File: src/rtl/ym3016_serial_tx.sv
// YM3016 serial DAC transmitter: encodes 16-bit signed L/R pairs to 10-bit mantissa + 3-bit
// exponent floating point and serialises them LSB first in a 32-slot frame.
module ym3016_serial_tx #(
  parameter int unsigned CLK_DIV = 3
) (
  input  logic        clk,
  input  logic        reset,
  input  logic        enable,
  input  logic [15:0] pcm_l,
  input  logic [15:0] pcm_r,
  input  logic        pcm_valid,
  output logic        pcm_ready,
  output logic        dac_clk,
  output logic        dac_so,
  output logic        dac_sh1,
  output logic        dac_sh2,
  output logic        frame_start,
  output logic        underrun
);

  localparam logic [7:0]  DIV_LAST = 8'(CLK_DIV - 1);
  // Encoding of a zero sample: e=1, offset-binary mantissa 0x200.
  localparam logic [12:0] ENC_ZERO = {3'd1, 10'h200};

  // Returns {e[2:0], t[9:0]}: smallest exponent whose shifted sample fits 10-bit signed.
  function automatic logic [12:0] f_encode(input logic [15:0] sample);
    logic signed [15:0] v_shifted;
    logic [2:0]         v_exp;
    v_exp = 3'd7;
    for (int k = 6; k >= 0; k--) begin
      v_shifted = $signed(sample) >>> k;
      if (v_shifted >= -16'sd512 && v_shifted <= 16'sd511) v_exp = 3'(k + 1);
    end
    v_shifted = $signed(sample) >>> (v_exp - 3'd1);
    return {v_exp, v_shifted[9:0] ^ 10'h200};
  endfunction

  logic [7:0]  r_div;
  logic [4:0]  r_slot;
  logic        r_dac_clk;
  logic        r_so;
  logic        r_sh1;
  logic        r_sh2;
  logic        r_frame_start;
  logic        r_underrun;
  logic        r_ready;
  logic [15:0] r_hold_l;
  logic [15:0] r_hold_r;
  logic [12:0] r_cur_l;
  logic [12:0] r_cur_r;

  logic        w_div_wrap;
  logic        w_launch;
  logic        w_load;
  logic        w_accept;
  logic [4:0]  w_slot_next;
  logic [12:0] w_enc_l;
  logic [12:0] w_enc_r;
  logic [12:0] w_cur_l_next;
  logic [12:0] w_cur_r_next;
  logic [15:0] w_word;

  // NOTE: every signal written here gets a value on every path, so no latch can be inferred.
  always_comb begin
    w_div_wrap   = (r_div == DIV_LAST);
    w_launch     = w_div_wrap && !r_dac_clk;
    w_slot_next  = r_slot + 5'd1;
    w_load       = w_launch && (r_slot == 5'd31);
    w_accept     = pcm_valid && r_ready;
    w_enc_l      = f_encode(r_hold_l);
    w_enc_r      = f_encode(r_hold_r);
    // An empty holding register on load means the previous pair is repeated.
    w_cur_l_next = (w_load && !r_ready) ? w_enc_l : r_cur_l;
    w_cur_r_next = (w_load && !r_ready) ? w_enc_r : r_cur_r;
    w_word       = w_slot_next[4] ? {w_cur_r_next, 3'b000} : {w_cur_l_next, 3'b000};
  end

  // NOTE: sequential state uses non-blocking assignments so every register samples pre-edge values.
  always_ff @(posedge clk) begin
    if (reset) begin
      r_div         <= '0;
      r_slot        <= 5'd31;
      r_dac_clk     <= 1'b0;
      r_so          <= 1'b0;
      r_sh1         <= 1'b0;
      r_sh2         <= 1'b0;
      r_frame_start <= 1'b0;
      r_underrun    <= 1'b0;
      r_ready       <= 1'b1;
      r_hold_l      <= '0;
      r_hold_r      <= '0;
      r_cur_l       <= ENC_ZERO;
      r_cur_r       <= ENC_ZERO;
    end else begin
      r_frame_start <= 1'b0;
      r_underrun    <= 1'b0;

      // A same-cycle accept wins over the load's release, keeping the holding register full.
      if (w_accept) begin
        r_hold_l <= pcm_l;
        r_hold_r <= pcm_r;
        r_ready  <= 1'b0;
      end else if (w_load && !r_ready) begin
        r_ready  <= 1'b1;
      end

      if (!enable) begin
        r_div     <= '0;
        r_slot    <= 5'd31;
        r_dac_clk <= 1'b0;
        r_so      <= 1'b0;
        r_sh1     <= 1'b0;
        r_sh2     <= 1'b0;
      end else if (w_div_wrap) begin
        r_div     <= '0;
        r_dac_clk <= ~r_dac_clk;
        if (w_launch) begin
          r_slot <= w_slot_next;
          r_so   <= w_word[w_slot_next[3:0]];
          r_sh1  <= (w_slot_next >= 5'd13) && (w_slot_next <= 5'd15);
          r_sh2  <= (w_slot_next >= 5'd29);
          if (w_load) begin
            r_frame_start <= 1'b1;
            r_underrun    <= r_ready;
            r_cur_l       <= w_cur_l_next;
            r_cur_r       <= w_cur_r_next;
          end
        end
      end else begin
        r_div <= r_div + 8'd1;
      end
    end
  end

  assign pcm_ready   = r_ready;
  assign dac_clk     = r_dac_clk;
  assign dac_so      = r_so;
  assign dac_sh1     = r_sh1;
  assign dac_sh2     = r_sh2;
  assign frame_start = r_frame_start;
  assign underrun    = r_underrun;

endmodule

File: config.mk
export PLATFORM = sky130hd
export DESIGN_NAME = ym3016_serial_tx
export DESIGN_NICKNAME = d
export VERILOG_FILES = /design/src/rtl/ym3016_serial_tx.sv
export SDC_FILE = /design/constraint.sdc
export NUM_CORES = 1
export LEC_CHECK = 0
export ABC_CLOCK_PERIOD_IN_PS = 3200
export CORE_MARGIN = 3
export CORE_UTILIZATION = 32
export DETAILED_ROUTE_END_ITERATION = 8
export GPL_ROUTABILITY_DRIVEN = 1
export SLEW_MARGIN = 40
export SYNTH_ARGS = -nofsm -noshare
export SYNTH_HDL_FRONTEND = slang
export SYNTH_SLANG_ARGS = --single-unit
export TNS_END_PERCENT = 50
File: constraint.sdc
create_clock -name clk -period 3.2 [get_ports clk]
set_clock_uncertainty 0.05 [all_clocks]
set_input_delay 0.48 -clock clk [delete_from_list [all_inputs] [get_ports clk]]
set_output_delay 0.48 -clock clk [all_outputs]
set_load 0.01 [all_outputs]
Word-level counts from Yosys, hierarchy flattened
Index checks and enable logic that the tools add are counted.

operators by class
  $add $sub $neg = 4
  multiply operators = 0
  div/mod/pow operators = 0
  $lt $le $gt $ge = 28
  equal/unequal tests = 2
  shifts and indexed selects = 2
  muxes and demuxes = 20
  bitwise logic cells = 7
  reductions and logical operators = 26

operators by type and width
  cell                                                                 number
  greater-or-equal comparator 16 x 10 -> 1 bit, second input constant  2
  <= comparator 16 x 10 -> 1 bit, second input constant                2
  >>> shifter 16 x 3 -> 10 bit                                         2
  greater-or-equal comparator 15 x 10 -> 1 bit, second input constant  2
  <= comparator 15 x 10 -> 1 bit, second input constant                2
  greater-or-equal comparator 14 x 10 -> 1 bit, second input constant  2
  <= comparator 14 x 10 -> 1 bit, second input constant                2
  greater-or-equal comparator 13 x 10 -> 1 bit, second input constant  2
  <= comparator 13 x 10 -> 1 bit, second input constant                2
  2-to-1 mux 13 bit                                                    2
  greater-or-equal comparator 12 x 10 -> 1 bit, second input constant  2
  <= comparator 12 x 10 -> 1 bit, second input constant                2
  greater-or-equal comparator 11 x 10 -> 1 bit, second input constant  2
  <= comparator 11 x 10 -> 1 bit, second input constant                2
  2-to-1 mux 3 bit                                                     6
  logical AND 1 bit                                                    17
  2-to-1 mux 16 bit                                                    1
  adder 8 x 1 -> 8 bit, second input constant                          1
  == test 8 x 2 -> 1 bit, second input constant                        1
  2-to-1 mux 2 bit                                                     4
  NOT 1 bit                                                            7
  2-to-1 mux 1 bit                                                     6
  subtractor 3 x 1 -> 3 bit, second input constant                     2
  adder 5 x 1 -> 5 bit, second input constant                          1
  other kinds (14)                                                     15

storage, ports and cells
  flip-flop bits (word level) = 78
  bits in latches = 0
  memory bits (writable) = 0
  bits in read-only memories = 0
  input bits = 36
  output and inout port bits = 7
  word-level logic and storage cells = 102
  memories kept = 0

Longest topological paths before layout
Gate-level depths: netlist of run 1.

  word-level depth = 15
  mapped depth = 19

Worst setup path before layout of run 1
Ideal clock, no wire load.

  path kind = reg-to-reg
  from = reg r_hold_l[15]
  to = reg r_so, in the netlist dac_so
  library setup time = 0.140 ns
  arrival = 3.170 ns
  setup slack = -0.159 ns
  cell stages (with the launch flop) = 19
  path buffers = 3
  period minus slack after synthesis = 3.359 ns
  cell sequence = dfxtp_1 -> buf_6 -> or3_4 -> buf_6 -> nor4_4 -> a31oi_2 -> and2_1 -> inv_1 -> ha_1 -> clkbuf_1 -> nor2_1 -> a21oi_1 -> o221ai_1 -> o31ai_2 -> o31a_1 -> a211oi_1 -> or4b_1 -> o311ai_1 -> a32oi_1

on the way
  cells in the longest elaborated chain, start to end = 15
  elaborated cells between the ends (all ways) = 31

ends and longest elaborated chain
  what                                                                                                   line  source
  start: declaration                                                                                     47    logic [15:0] r_hold_l;
  start signal: assignment                                                                               100   r_hold_l <= pcm_l;
  greater-or-equal comparator 11 x 10 -> 1 bit / <= comparator 11 x 10 -> 1 bit (equally long branches)  32    if (v_shifted >= -16'sd512 && v_shifted <= 16'sd511) v_exp = 3'(k + 1);
  logical AND 1 bit                                                                                      32
  2-to-1 mux 1 bit                                                                                       32
  2-to-1 mux 2 bit (2 in a row)                                                                          32
  2-to-1 mux 3 bit (3 in a row)                                                                          32
  subtractor 3 x 1 -> 3 bit                                                                              34    v_shifted = $signed(sample) >>> (v_exp - 3'd1);
  >>> shifter 16 x 3 -> 10 bit                                                                           34
  NOT 1 bit (no line)                                                                                    n/a
  2-to-1 mux 13 bit (*)                                                                                  73    w_cur_l_next = (w_load && !r_ready) ? w_enc_l : r_cur_l;
  2-to-1 mux 16 bit (*)                                                                                  75    w_word = w_slot_next[4] ? {w_cur_r_next, 3'b000} : {w_cur_l_next, 3'b000};
  binary-select mux 1 bit (select 4 bit) (*)                                                             119   r_so <= w_word[w_slot_next[3:0]];
  2-to-1 mux 1 bit (implied by the code) (*)                                                             119
  end signal: assignment                                                                                 119
  end: declaration                                                                                       41    logic r_so;

Mark *: on every way between the ends. The rest lies on a longest branch, timed or not. The select of a mux whose other input is x is not followed.
A chain may end at the register's enable or synchronous reset.

Worst setup path after layout of run 1
  from = reg r_hold_l[14]
  to = reg r_so, in the netlist dac_so

Same word-level chain as after synthesis.

==> impl_metrics.yaml, run 1 <==
grt:
  grt_first_pass_wirelength_mm: 24.6
  grt_max_degree: 62
  gr-usage-all-layers_pct: 16.6
  antenna_found_initial: 0
  gr-total-overflow: 0
  grt_pass1_vias: 4835
worst_setup_path:
  regToRegSetupSlack_ns: 0.15
  arrival_ns: 3.23
  startpoint_type: "flip-flop"
  setup.worst_path.class: "reg -> reg"
  critical-path-slowest-cell: "or4b_1"
  critPathTopFamily: "simple AND/OR/NAND/NOR gates"
  critPathBufInv: 3
  max_stage_delay_ns: 0.54
  cp_cell_sequence: "buf_4 > and3_1 > a31oi_4 > and2_4 > inv_1 > ha_4 > buf_4 > xor2_4 > nand2_1 > o31a_1 > a211oi_1 > or4b_1 > o311ai_1 > a32oi_1"
  cpMostUsedCell: "buf_4"
  reg2reg_from: "r_hold_l[14]$_SDFFE_PP0P_"
  cp-end-kind: "flip-flop"
  crit_fanout: 13
  cp.required_ns: 3.37
  r2r-end: "dac_so$_SDFFE_PP0P_"
  reg2reg_depth: 14
synthesis:
  ys_types: 90
  synth_edf_count: 0
  synth_ff_type: "dfxtp_1"
  synth_seq_cells: 78
  synth_seq_area_share_pct: 29.5
  synthCells: 690
  syn-cell-area_mm2: 0.00529
  synth.area.top_cells: "dfxtp_1 30%, nand2_1 9.6%, a21oi_1 6.4%"
  avgSynthCellArea_um2: 7.67
  async_flop_share_pct: 0
  synth_top_area_share_pct: 29.5
  yosys.area.top_type: "dfxtp_1"
  yosysWarnings: 0
  syn-num-nets: 734
routing:
  wirelength_mm: 14.8
  viasPerCell: 5.36
  drtIter0Drc: 414
  dr.pass1.iters: 5
  postRouteAntennaNets: 0
  drc_errors: 0
  detail_route.wl_per_cell_um: 15.2
  num_vias: 5240
clock_network:
  cts.sinks: 78
  htreeDepth: 3
  cts_buffer_depth: 2
  cts_tree: "yes"
  postCtsSetupBuffers: 0
  clk_latency_ns: 0.35
  clk_pin_slew_ns: 0.07
  cts_buffers: 9
  cts_root_buffer: "clkbuf_16"
floorplanning:
  rows: 46
  dieArea_mm2: 0.0181
  io_pins: 43
  die_y_um: 135
  initial_core_util_pct: 32.9
  core_area_mm2: 0.0161
  fp.dieW_um: 135
sta:
  layout_min_cycle_time_ns: 3.05
  slew-limit-headroom_pct: 54.7
  max_freq_ghz: 0.327
  worst_slack_ns: 0.146
  worst_slew_pin_slew_ns: 0.674
  final.setup.tns_ns: 0
  hold_violations: 0
  fin_crit_sh_pct: 95.4
  setup_viol: 0
  finalMaxSlewViolations: 0
place:
  dp_hpwl_mm: 10.8
  portBuffers: 42
  dp.cells: 961
  finalWeightedCongestion: 0.894
  place_area_mm2: 0.00624
  dp_slack_ns: 0.0519
power_and_ir_drop:
  ir_drop_v: 0.000278
  powerDensity_mw_per_mm2: 463
  leakage_nw: 2.42
run_status:
  status: "completed"
min_path:
  hp-start: "r_cur_l[1]$_SDFFE_PP0P_"
  min_delay_worst_endpoint: "r_cur_l[1]$_SDFFE_PP0P_"
  holdPathStages: 2
  hold_class: "reg -> reg"
final_layout:
  drive_above_1_share_pct: 18.6
  stdcell_count: 978
  fin_area_mm2: 0.00664
  final_core_util_pct: 41.4
  layout.nets: 801
  area_growth_pct: 25.5
  n_antenna_cell: 0
job:
  maxCapViolCount: 0
## area by class of cell
type                       count  area, um^2
clock buffer                  11         253
tap                          216         270
timing repair buffer         110         927
fill                        1614        9420
inverter                      16        62.6
multi-input combinational    542        3500
clock inverter                 5        63.8
sequential                    78        1570
## power breakdown
group	total, mW	switching [mW]	internal [mW]
sequential	1.03	0.0330	0.998
combinational	0.943	0.504	0.439
clock	1.10	0.448	0.655
total	3.08	0.986	2.09
## registers in the layout, indices dropped and copies added, names as in the netlist
register,cells
dac_clk,1
dac_sh2,1
pcm_ready,1
underrun,1
r_hold_r,16
r_hold_l,16
r_cur_r,13
dac_sh1,1
r_cur_l,13
r_div,8
r_slot,5
dac_so,1
frame_start,1
## cell usage after synthesis, types with 5 or more instances
cell and count:
nand2_1 135, dfxtp_1 78, a21oi_1 68, nor2_1 65, clkbuf_1 33, o21ai_0 26
mux2i_1 21, nand3_1 21, a211oi_1 20, inv_1 14, nor3_1 13, buf_2 12
mux4_2 9, o211ai_1 9, a211o_1 8, and3_1 8, ha_1 8, mux2_2 7
nand2b_1 6, xnor2_1 6, xor2_1 6, nand4_1 5, or2_2 5
## worst reg2reg max path, delay by kind of cell (launching register included)
kind	cells	cell delay (ns)
adders and majority gates	1	0.18
DFF	1	0.30
buffers and inverters	3	0.42
AOI/OAI and AO/OA	5	0.69
and+or+nand+nor	4	1.09
xor gates and xnor gates	1	0.21
## placed cells by master (no fill, tap or decap), types with 3 or more instances in the layout
master / Yosys / layout
o31a_1: 3 / 3
o22a_1: 3 / 3
dfxtp_1: 78 / 75
nor3_1: 13 / 13
nand2_1: 135 / 135
xnor2_1: 6 / 4
inv_1: 14 / 14
xor2_1: 6 / 6
nand3_1: 21 / 21
mux2i_1: 21 / 20
o211ai_1: 9 / 9
a31oi_1: 3 / 3
and3_1: 8 / 8
o22ai_1: 4 / 4
ha_1: 8 / 6
a211oi_1: 20 / 20
nor4_1: 4 / 4
a311oi_1: 4 / 4
o21ai_0: 26 / 26
clkbuf_16: 0 / 9
nand4_1: 5 / 5
or2_2: 5 / 4
nand2b_1: 6 / 6
dfxtp_2: 0 / 3
mux4_2: 9 / 9
o221ai_1: 4 / 4
buf_4: 3 / 66
mux2_2: 7 / 7
clkdlybuf4s50_1: 0 / 41
a211o_1: 8 / 8
nor2b_1: 4 / 4
nor2_1: 65 / 64
a21oi_1: 68 / 67
## stage by stage
stage               power [mW]  hold WS, ns
finish                    3.08        0.402
CTS                       3.05        0.403
floorplan                 1.65        0.379
detailed placement        1.94        0.394
global route              3.24        0.435
global placement          1.94        0.388
## how the worst max path moves through the flow
stage / start / endpoint / slack, ns / cells after the start
after floorplan: r_hold_r[15]$_SDFFE_PP0P_ / dac_so$_SDFFE_PP0P_ / 0.0004 / 15
final: r_hold_l[14]$_SDFFE_PP0P_ / dac_so$_SDFFE_PP0P_ / 0.15 / 14
after detailed placement: r_hold_l[12]$_SDFFE_PP0P_ / dac_so$_SDFFE_PP0P_ / 0.05 / 14
after CTS: r_hold_l[12]$_SDFFE_PP0P_ / dac_so$_SDFFE_PP0P_ / 0.03 / 14
after global routing: r_hold_l[12]$_SDFFE_PP0P_ / dac_so$_SDFFE_PP0P_ / -0.003 / 14
after global placement: r_hold_l[14]$_SDFFE_PP0P_ / dac_so$_SDFFE_PP0P_ / 0.10 / 16
## per-layer routing
metal  part of all wire (%)  track usage (%)
met3                    6.2             3.09
met4                    1.8             5.09
met2                     43             24.3
met1                     49             24.6
met5                      0                0
## logic make-up after synthesis
group | after synthesis | synth area share [%]
buffers and inverters | 70 | 5.79
AO/OA/AOI/OAI | 191 | 24.6
AND/OR/NAND/NOR | 290 | 25.5
flip-flops | 78 | 29.5
multiplexers | 38 | 9.72
adder cells (fa/ha/maj) | 9 | 2.08
XOR/XNOR | 14 | 2.81
## repair_timing
| item | 4_1_cts | 5_1_grt |
|---|---|---|
| hold buffers | 0 | 0 |
| gates resized for setup | 0 | 17 |
| setup endpoints to repair | 0 | 1 |
Power figures use the tool's default switching activity.
==> run 2: changes to the inputs <==
- MAX_ROUTING_LAYER: not set -> met4
- SKIP_LAST_GASP: not set -> 1
==> impl_metrics.yaml, run 2 (same netlist as run 1, synthesis figures left out) <==
final_layout:
  multi_input_area_mm2: 0.00350
  n_antenna_cell: 0
  drive_above_1_share_pct: 19.7
  fill_cells: 1673
  seqCellArea_mm2: 0.00156
  final_common_cell: "nand2_1"
  stdcell_count: 987
  area_growth_pct: 26.8
  final_cell_mix: "135 x nand2_1, 76 x dfxtp_1, 76 x buf_4"
  reg_top3: "r_hold_l x16, r_hold_r x16"
  layout.nets: 810
clock_network:
  htreeDepth: 3
  ctsHoldBuffers: 0
  clk_pin_slew_ns: 0.07
  clk_latency_ns: 0.34
  cts_buffer_depth: 2
  cts_tree: "yes"
  cts_buffers: 9
  cts.sinks: 78
  cts_root_buffer: "clkbuf_16"
sta:
  max_freq_ghz: 0.327
  layout_min_cycle_time_ns: 3.06
  finalMaxSlewViolations: 0
  fin_crit_sh_pct: 95.6
  worst_slack_ns: 0.139
  setup_viol: 0
  worst_slew_pin_slew_ns: 0.654
  hold_violations: 0
  slew-limit-headroom_pct: 56.4
floorplanning:
  dieArea_mm2: 0.0181
  initial_core_util_pct: 32.9
  core_area_mm2: 0.0161
  rows: 46
  io_pins: 43
  die_y_um: 135
  fp.dieW_um: 135
routing:
  drtIter0Drc: 379
  detail_route.wl_per_cell_um: 15.2
  dr.pass1.iters: 5
  wirelength_mm: 15.0
  postRouteAntennaNets: 0
  num_vias: 5251
  drc_errors: 0
  viasPerCell: 5.32
worst_setup_path:
  cp_cell_sequence: "buf_4 > and3_1 > a31oi_2 > and2_4 > inv_2 > ha_4 > buf_4 > xor2_4 > nand2_1 > o31a_1 > a211oi_2 > or4b_4 > o311ai_1 > a32oi_1"
  critical-path-slowest-cell: "or4b_4"
  crit_fanout: 13
  cp-end-kind: "flip-flop"
  max_stage_delay_ns: 0.52
  cp.required_ns: 3.36
  startpoint_type: "flip-flop"
  arrival_ns: 3.23
  setup.worst_path.class: "reg -> reg"
  cpMostUsedCell: "buf_4"
  regToRegSetupSlack_ns: 0.14
run_status:
  status: "completed"
place:
  dp_slack_ns: 0.0460
  dp.cells: 965
  dp_hpwl_mm: 10.8
  finalWeightedCongestion: 0.901
  portBuffers: 42
grt:
  gr-total-overflow: 0
  gr-usage-all-layers_pct: 17.0
  grt_first_pass_wirelength_mm: 24.6
  grt_pass1_vias: 4801
  antenna_found_initial: 1
  grt_max_degree: 62
power_and_ir_drop:
  ir_drop_v: 0.000228
  powerDensity_mw_per_mm2: 458
  leakage_nw: 2.47
min_path:
  hold_class: "reg -> reg"
job:
  maxCapViolCount: 0
==> run 2: changes by cell type in the layout (fill, tap and decap cells not counted), sizes merged <==
cell | before | now
buf | 69 | 78
clkinv | 1 | 3
clkbuf | 11 | 10
inv | 18 | 17
==> run 2: layout make-up <==
type,count,area share [%]
Multi-Input combinational cell,542,52.2
Inverter,16,0.932
Timing Repair Buffer,119,14.9
Tap cell,216,4.03
Clock buffer,10,3.56
Clock inverter,6,1.03
Sequential cell,78,23.3
==> run 2: path summary, 6_finish.rpt <==
path / from / to / cells after the start
min reg2reg: dac_sh2$_SDFFE_PP0P_ / dac_sh2$_SDFFE_PP0P_ / 2
max: r_hold_l[14]$_SDFFE_PP0P_ / dac_so$_SDFFE_PP0P_ / 14
min: dac_sh2$_SDFFE_PP0P_ / dac_sh2$_SDFFE_PP0P_ / 2
max reg2reg: r_hold_l[14]$_SDFFE_PP0P_ / dac_so$_SDFFE_PP0P_ / 14
==> run 2: power breakdown <==
| part | internal, mW | switching [mW] |
|---|---|---|
| clock | 0.629 | 0.430 |
| combinational | 0.466 | 0.515 |
| sequential | 0.998 | 0.0336 |
==> run 2: per-layer routing <==
metal	vias up	routed length, um	GRT usage, %
met5	-	0	-
met4	0	193	4.41
met3	15	720	2.91
met2	133	6360	24.0
met1	2468	7720	25.1
li1	2635	-	-
==> run 2: through the flow <==
| stage | cell area (um^2) | hold WS [ns] | TNS, ns | power [mW] | util, % |
|---|---|---|---|---|---|
| global placement | 6270 | 0.392 | 0 | 1.96 | 39.1 |
| floorplan | 5300 | 0.379 | 0 | 1.65 | - |
| detailed placement | 6270 | 0.396 | 0 | 1.96 | 39.1 |
| finish | 6710 | 0.402 | 0 | 3.07 | 41.8 |
| global route | 6710 | 0.428 | -0.0250 | 3.23 | 41.8 |
| CTS | 6580 | 0.405 | 0 | 3.02 | 41.0 |
==> run 2: repair_timing <==
| action | CTS | global route |
|---|---|---|
| setup buffers | 0 | 6 |
| resized for setup | 0 | 20 |
| endpoints found under the hold margin | 0 | 0 |
| setup endpoints to repair | 0 | 1 |
==> run 2: worst max-delay path, delay by kind of cell, from the launching register on <==
family | cells | cell delay (ns)
simple gates | 4 | 1.07
compound gates | 5 | 0.75
buf+inv | 3 | 0.39
flops | 1 | 0.31
xor+xnor | 1 | 0.20
fa+ha+maj | 1 | 0.17
==> run 3: changes to the inputs <==
- SKIP_LAST_GASP: 1 -> not set
- SLEW_MARGIN: 40 -> not set
==> results of run 3 <==
The final DEF is identical to that of run 2; final timing and power are the same.
